--- src/rtl/riscv_pkg.sv ---
// Shared RV32 constants plus branch-predictor types used by the fetch stage.
package riscv_pkg;

  localparam int XLEN = 32;
  localparam logic [XLEN-1:0] RESET_PC = 32'h0000_1000;

  typedef enum logic [1:0] {
    SNT = 2'b00,
    WNT = 2'b01,
    WT  = 2'b10,
    ST  = 2'b11
  } bp_ctr_t;

  function automatic bp_ctr_t ctr_inc(input bp_ctr_t c);
    return (c == ST) ? ST : bp_ctr_t'(c + 2'b01);
  endfunction

  function automatic bp_ctr_t ctr_dec(input bp_ctr_t c);
    return (c == SNT) ? SNT : bp_ctr_t'(c - 2'b01);
  endfunction

endpackage

--- src/rtl/btb_dm.sv ---
// Direct-mapped BTB with 2-bit direction counters: async lookup, trained from EX.
module btb_dm
  import riscv_pkg::*;
#(
  parameter int BTB_ENTRIES = 16,
  parameter int IDX_W       = $clog2(BTB_ENTRIES)
) (
  input  logic            clk,
  input  logic            reset,
  input  logic [XLEN-1:0] lookup_pc,
  output logic            pred_taken,
  output logic [XLEN-1:0] pred_target,
  input  logic            upd_valid,
  input  logic [XLEN-1:0] upd_pc,
  input  logic            upd_taken,
  input  logic [XLEN-1:0] upd_target,
  input  logic            flush
);

  localparam int TAG_W = XLEN - IDX_W - 2;

  typedef struct packed {
    logic             valid;
    logic [TAG_W-1:0] tag;
    logic [XLEN-1:0]  target;
    bp_ctr_t          ctr;
  } btb_entry_t;

  // Only the valid bits are reset; tags, targets and counters are qualified by them.
  logic [BTB_ENTRIES-1:0] valid_q;
  logic [TAG_W-1:0]       tag_q    [BTB_ENTRIES];
  logic [XLEN-1:0]        target_q [BTB_ENTRIES];
  bp_ctr_t                ctr_q    [BTB_ENTRIES];

  logic [IDX_W-1:0] rd_idx, up_idx;
  logic [TAG_W-1:0] rd_tag, up_tag;
  btb_entry_t       rd_e, up_e, wr_e;
  logic             wr_en;
  logic [3:0]       unused_lsb;

  assign rd_idx     = lookup_pc[IDX_W+1:2];
  assign rd_tag     = lookup_pc[XLEN-1:IDX_W+2];
  assign up_idx     = upd_pc[IDX_W+1:2];
  assign up_tag     = upd_pc[XLEN-1:IDX_W+2];
  assign unused_lsb = {lookup_pc[1:0], upd_pc[1:0]};

  assign rd_e = '{valid: valid_q[rd_idx], tag: tag_q[rd_idx],
                  target: target_q[rd_idx], ctr: ctr_q[rd_idx]};
  assign up_e = '{valid: valid_q[up_idx], tag: tag_q[up_idx],
                  target: target_q[up_idx], ctr: ctr_q[up_idx]};

  assign pred_taken  = rd_e.valid && (rd_e.tag == rd_tag) && rd_e.ctr[1];
  assign pred_target = rd_e.target;

  always_comb begin
    wr_en     = 1'b0;
    wr_e      = up_e;
    wr_e.valid = 1'b1;
    wr_e.tag  = up_tag;
    // Flush and reset both drop a coincident training update.
    if (upd_valid && !flush && !reset) begin
      if (up_e.valid && (up_e.tag == up_tag)) begin
        wr_en = 1'b1;
        if (upd_taken) begin
          wr_e.ctr    = ctr_inc(up_e.ctr);
          wr_e.target = upd_target;
        end else begin
          wr_e.ctr = ctr_dec(up_e.ctr);
        end
      end else if (upd_taken) begin
        wr_en       = 1'b1;
        wr_e.target = upd_target;
        wr_e.ctr    = WT;
      end
    end
  end

  always_ff @(posedge clk) begin
    if (reset || flush) begin
      valid_q <= '0;
    end else if (wr_en) begin
      valid_q[up_idx] <= wr_e.valid;
    end
  end

  always_ff @(posedge clk) begin
    if (wr_en) begin
      tag_q[up_idx]    <= wr_e.tag;
      target_q[up_idx] <= wr_e.target;
      ctr_q[up_idx]    <= wr_e.ctr;
    end
  end

endmodule

--- src/rtl/fetch_pc_btb.sv ---
// IF-stage fetch PC register and next-PC select: trap > EX correction > BTB > pc+4.
module fetch_pc_btb
  import riscv_pkg::*;
#(
  parameter int BTB_ENTRIES = 16,
  parameter int IDX_W       = $clog2(BTB_ENTRIES)
) (
  input  logic            clk,
  input  logic            reset,
  input  logic            pc_en,
  input  logic            pc_stall,
  input  logic            trap_redirect,
  input  logic [XLEN-1:0] trap_target,
  input  logic            ex_redirect,
  input  logic [XLEN-1:0] ex_target,
  input  logic            upd_valid,
  input  logic [XLEN-1:0] upd_pc,
  input  logic            upd_taken,
  input  logic [XLEN-1:0] upd_target,
  input  logic            btb_flush,
  output logic [XLEN-1:0] pc,
  output logic [XLEN-1:0] pc_plus4,
  output logic            pred_taken,
  output logic [XLEN-1:0] pred_target
);

  logic [XLEN-1:0] pc_q, pc_d;

  assign pc       = pc_q;
  assign pc_plus4 = pc_q + XLEN'(4);

  btb_dm #(
    .BTB_ENTRIES(BTB_ENTRIES),
    .IDX_W      (IDX_W)
  ) u_btb (
    .clk        (clk),
    .reset      (reset),
    .lookup_pc  (pc_q),
    .pred_taken (pred_taken),
    .pred_target(pred_target),
    .upd_valid  (upd_valid),
    .upd_pc     (upd_pc),
    .upd_taken  (upd_taken),
    .upd_target (upd_target),
    .flush      (btb_flush)
  );

  // Redirects are flushes and must win over a hazard stall.
  always_comb begin
    pc_d = pc_q;
    if (pc_en) begin
      if (trap_redirect) begin
        pc_d = trap_target;
      end else if (ex_redirect) begin
        pc_d = ex_target;
      end else if (!pc_stall) begin
        pc_d = pred_taken ? pred_target : pc_plus4;
      end
    end
  end

  always_ff @(posedge clk) begin
    if (reset) begin
      pc_q <= RESET_PC;
    end else begin
      pc_q <= pc_d;
    end
  end

endmodule

--- config.mk ---
export PLATFORM = sky130hd
export DESIGN_NAME = fetch_pc_btb
export DESIGN_NICKNAME = d
export VERILOG_FILES = /design/src/rtl/riscv_pkg.sv /design/src/rtl/btb_dm.sv /design/src/rtl/fetch_pc_btb.sv
export SDC_FILE = /design/constraint.sdc
export NUM_CORES = 1
export LEC_CHECK = 0
export BUFFER_PORTS_ARGS = -buffer_cell sky130_fd_sc_hd__buf_2
export CAP_MARGIN = 25
export CORE_MARGIN = 8
export CORE_UTILIZATION = 40
export DETAILED_ROUTE_END_ITERATION = 12
export SKIP_LAST_GASP = 1
export SLEW_MARGIN = 5
export SYNTH_ARGS = -nofsm -noshare
export SYNTH_HDL_FRONTEND = slang
export SYNTH_SLANG_ARGS = --single-unit
--- constraint.sdc ---
create_clock -name clk -period 4.88 [get_ports clk]
set_input_delay 0.488 -clock clk [delete_from_list [all_inputs] [get_ports clk]]
set_output_delay 0.488 -clock clk [all_outputs]
set_load 0.02 [all_outputs]
==> summary.txt <==
Yosys
  • Mean area per synthesized cell: 19.7 sq um
  • Area leader, netlist: edfxtp_1
  • Mapped cell area: 44100 sq um
  • Most common flop cell mapped by yosys: edfxtp_1
  • Commonest cells post-synth: edfxtp_1, mux4_2, mux2i_1
  • Sequential-to-total area share from yosys stat: 0.677
  • Syn nets: 2376
  • Proportion of netlist area held by the largest area contributor: 0.654
  • Post-synthesis cell type count: 57
  • Yosys reg bits: 1012
  • Ys Warns: 0
  • Area contributors post-synth: edfxtp_1, mux4_2, dfxtp_1, mux2i_1, xnor2_1
  • Ys async rst share: 0
  • Count leader, synth: edfxtp_1
  • Cells after synthesis: 2238
  • Number of synthesized flops with an enable pin: 960

Routing
  • First-pass DRT Iterations: 5
  • M1 wire length: 53700 um
  • Top Layer Used: met5
  • Routed wl met3: 13100 um
  • Detail Route Antenna Nets: 0
  • Drt drc: 0
  • Total routed wirelength: 133000 um
  • Via Count: 25000
  • Met2 routed WL: 62900 um
  • Drt wl/cell: 31.6 um
  • Via density: 5.95
  • Drt initial violations: 2694

Timing
  • Relative slew slack: 0.328
  • RSZ-0062 raised after global routing: no
  • Tmin final: 4770 ps
  • Endpoints failing setup: 0
  • Final cycle utilization of the critical path: 0.978
  • Fmax: 210 MHz
  • Fin. Hold Viols: 0
  • Tightest Pin Transition: 1010 ps
  • Max Slew Vio Count: 0
  • WHS: 52.2 ps
  • Clk_skew: 52.5 ps

CTS
  • Worst-Skew Late Latency: 700 ps
  • TritonCTS clock tree: done
  • CTS H-Tree Depth: 3
  • Clock-pin slew on the worst setup and hold paths: 70 ps
  • Clock tree sinks: 1012
  • Worst-case clock buffer depth: 3
  • CTS buffer count: 106
  • CTS Root Cell: clkbuf_16

Placed design
  • Placed cell count: 3969
  • # port buffers: 231
  • Dpl hpwl: 84100 um
  • Routability cong.: 0.887

Die
  • Die W: 348 um
  • Die area: 121000 sq um
  • Starting Density: 0.404
  • I/O pin count: 234
  • Core ar.: 109000 sq um
  • Die H: 348 um
  • Row cnt: 121

Outcome
  • Outcome: finished, final reports clean

Worst hold path
  • Hold/Removal Path Class: in -> reg
  • Hold Path Sink: pc[10]
  • Hold path startpoint: ex_target[10]
  • Hold Path Cell Cnt: 3

Global routing
  • Vias in the first global route: 26100
  • Grt total ovfl: 0
  • Initial antenna violation count: 13
  • Largest net degree at the start of global routing: 77
  • First-pass GRT wire length: 189000 um
  • GRT Util Overall: 0.215

Power and ir drop
  • Leakage: 0.0154 uW
  • Total power: 19600 uW
  • PD cells: 373 nW/um^2
  • Max VDD drop: 0.282 mV

Setup path
  • Setup slack, reg-to-reg: 260 ps
  • Critical-path maximum fanout: 17
  • Arr. time, crit path: 4280 ps
  • Crit path launch type: flop
  • Crit Path Class: reg -> out
  • Data required, critical path: 4390 ps
  • Worst reg2reg path depth: 12
  • Critical Path End Type: output port

Run
  • Max Cap Violations: 0

Cells and area
  • Non-Filler Instances: 4208
  • Layout area overhead: 19.0%
  • Nets: 2771
  • Layout cells sized above 1: 0.382
[sequential cells by signal, summed over array words and instances (netlist names), named ones only]
name	count
u_btb.ctr_q	32
u_btb.target_q	512
u_btb.valid_q	16
pc	32
u_btb.tag_q	416
[layout make-up]
type,count,area (sq um)
well taps,1476,1850
clock buffers,140,2960
flip-flops and latches,1012,29900
diodes,9,22.5
multi-input cells,1063,13700
fillers,8977,56700
inverters,3,11.3
clock inverters,58,703
repair buffers,447,3380
[worst max-delay path, cell delays in order, from the launching register on]
cell	delay (ps)
dfxtp_4	620
buf_4	400
mux4_2	540
mux2i_1	390
xor2_1	350
a21oi_1	120
nor4_1	280
nand2_1	100
nor4_1	370
buf_4	220
buf_2	170
[report_power, final]
group	total (uW)	switching (uW)	internal [uW]	leakage, uW
clock	8390	3430	4960	0.00178
sequential	9620	120	9500	0.00804
combinational	1540	880	660	0.00560
[per-layer routing]
metal | vias up | GRT usage
li1 | 10200 | -
met3 | 195 | 0.0566
met5 | - | 0
met4 | 4 | 0.0565
met2 | 1291 | 0.341
met1 | 13400 | 0.295
[logic make-up after synthesis]
kind of cell | share of synthesized area
AND/OR/NAND/NOR | 0.0357
flip-flops | 0.677
adder cells (fa/ha/maj) | 0.000284
buffers and inverters | 0.0181
XOR/XNOR | 0.0179
AO/OA/AOI/OAI | 0.0222
multiplexers | 0.228
[per-stage QoR]
stage | utilization | setup TNS [ps] | cell area (sq um) | setup WS, ps
2_1_floorplan | - | -35410 | 44100 | -162
3_3_place_gp | 0.443 | 0 | 48400 | 26.1
3_5_place_dp | 0.444 | 0 | 48400 | 17.5
4_1_cts | 0.480 | 0 | 52300 | 20.2
5_1_grt | 0.481 | 0 | 52500 | 11.7
6_report | 0.481 | 0 | 52500 | 108
[repair_timing]
item	in CTS	in global routing
hold endpoints to repair	20	0
gates resized for setup	0	1
hold buffers	20	0
buffers inserted	2	10
endpoints found under the setup margin	1	3
[worst max path at each step]
stage               startpoint                 end  slack (ps)  cells after the start
floorplan            upd_pc[3]  u_btb.ctr_q[14][0]        -160                     11
detailed placement   upd_pc[2]  u_btb.tag_q[6][10]          20                     13
CTS                       flop          pred_taken          20                     10
finish                    flop          pred_taken         110                     10
global route              flop          pred_taken          10                     10
global placement     upd_pc[2]   u_btb.ctr_q[1][0]          30                     13
[cells in the final DEF (no fill, tap or decap), types with 16 or more instances in the layout]
master / instances
a21oi_1: 64
buf_12: 40
buf_2: 229
buf_4: 154
clkbuf_1: 21
clkbuf_16: 110
clkinv_1: 19
clkinv_2: 16
dfxtp_1: 48
dlygate4sd3_1: 20
edfxtp_1: 960
mux2i_1: 99
mux4_2: 397
nand2_1: 68
nand3_1: 49
nand4_1: 21
nor2_1: 24
nor2_4: 32
nor2b_1: 42
o21ai_0: 17
o21ai_1: 20
xnor2_1: 64
xor2_1: 26
Note: power is estimated with default switching activity, not from simulation.
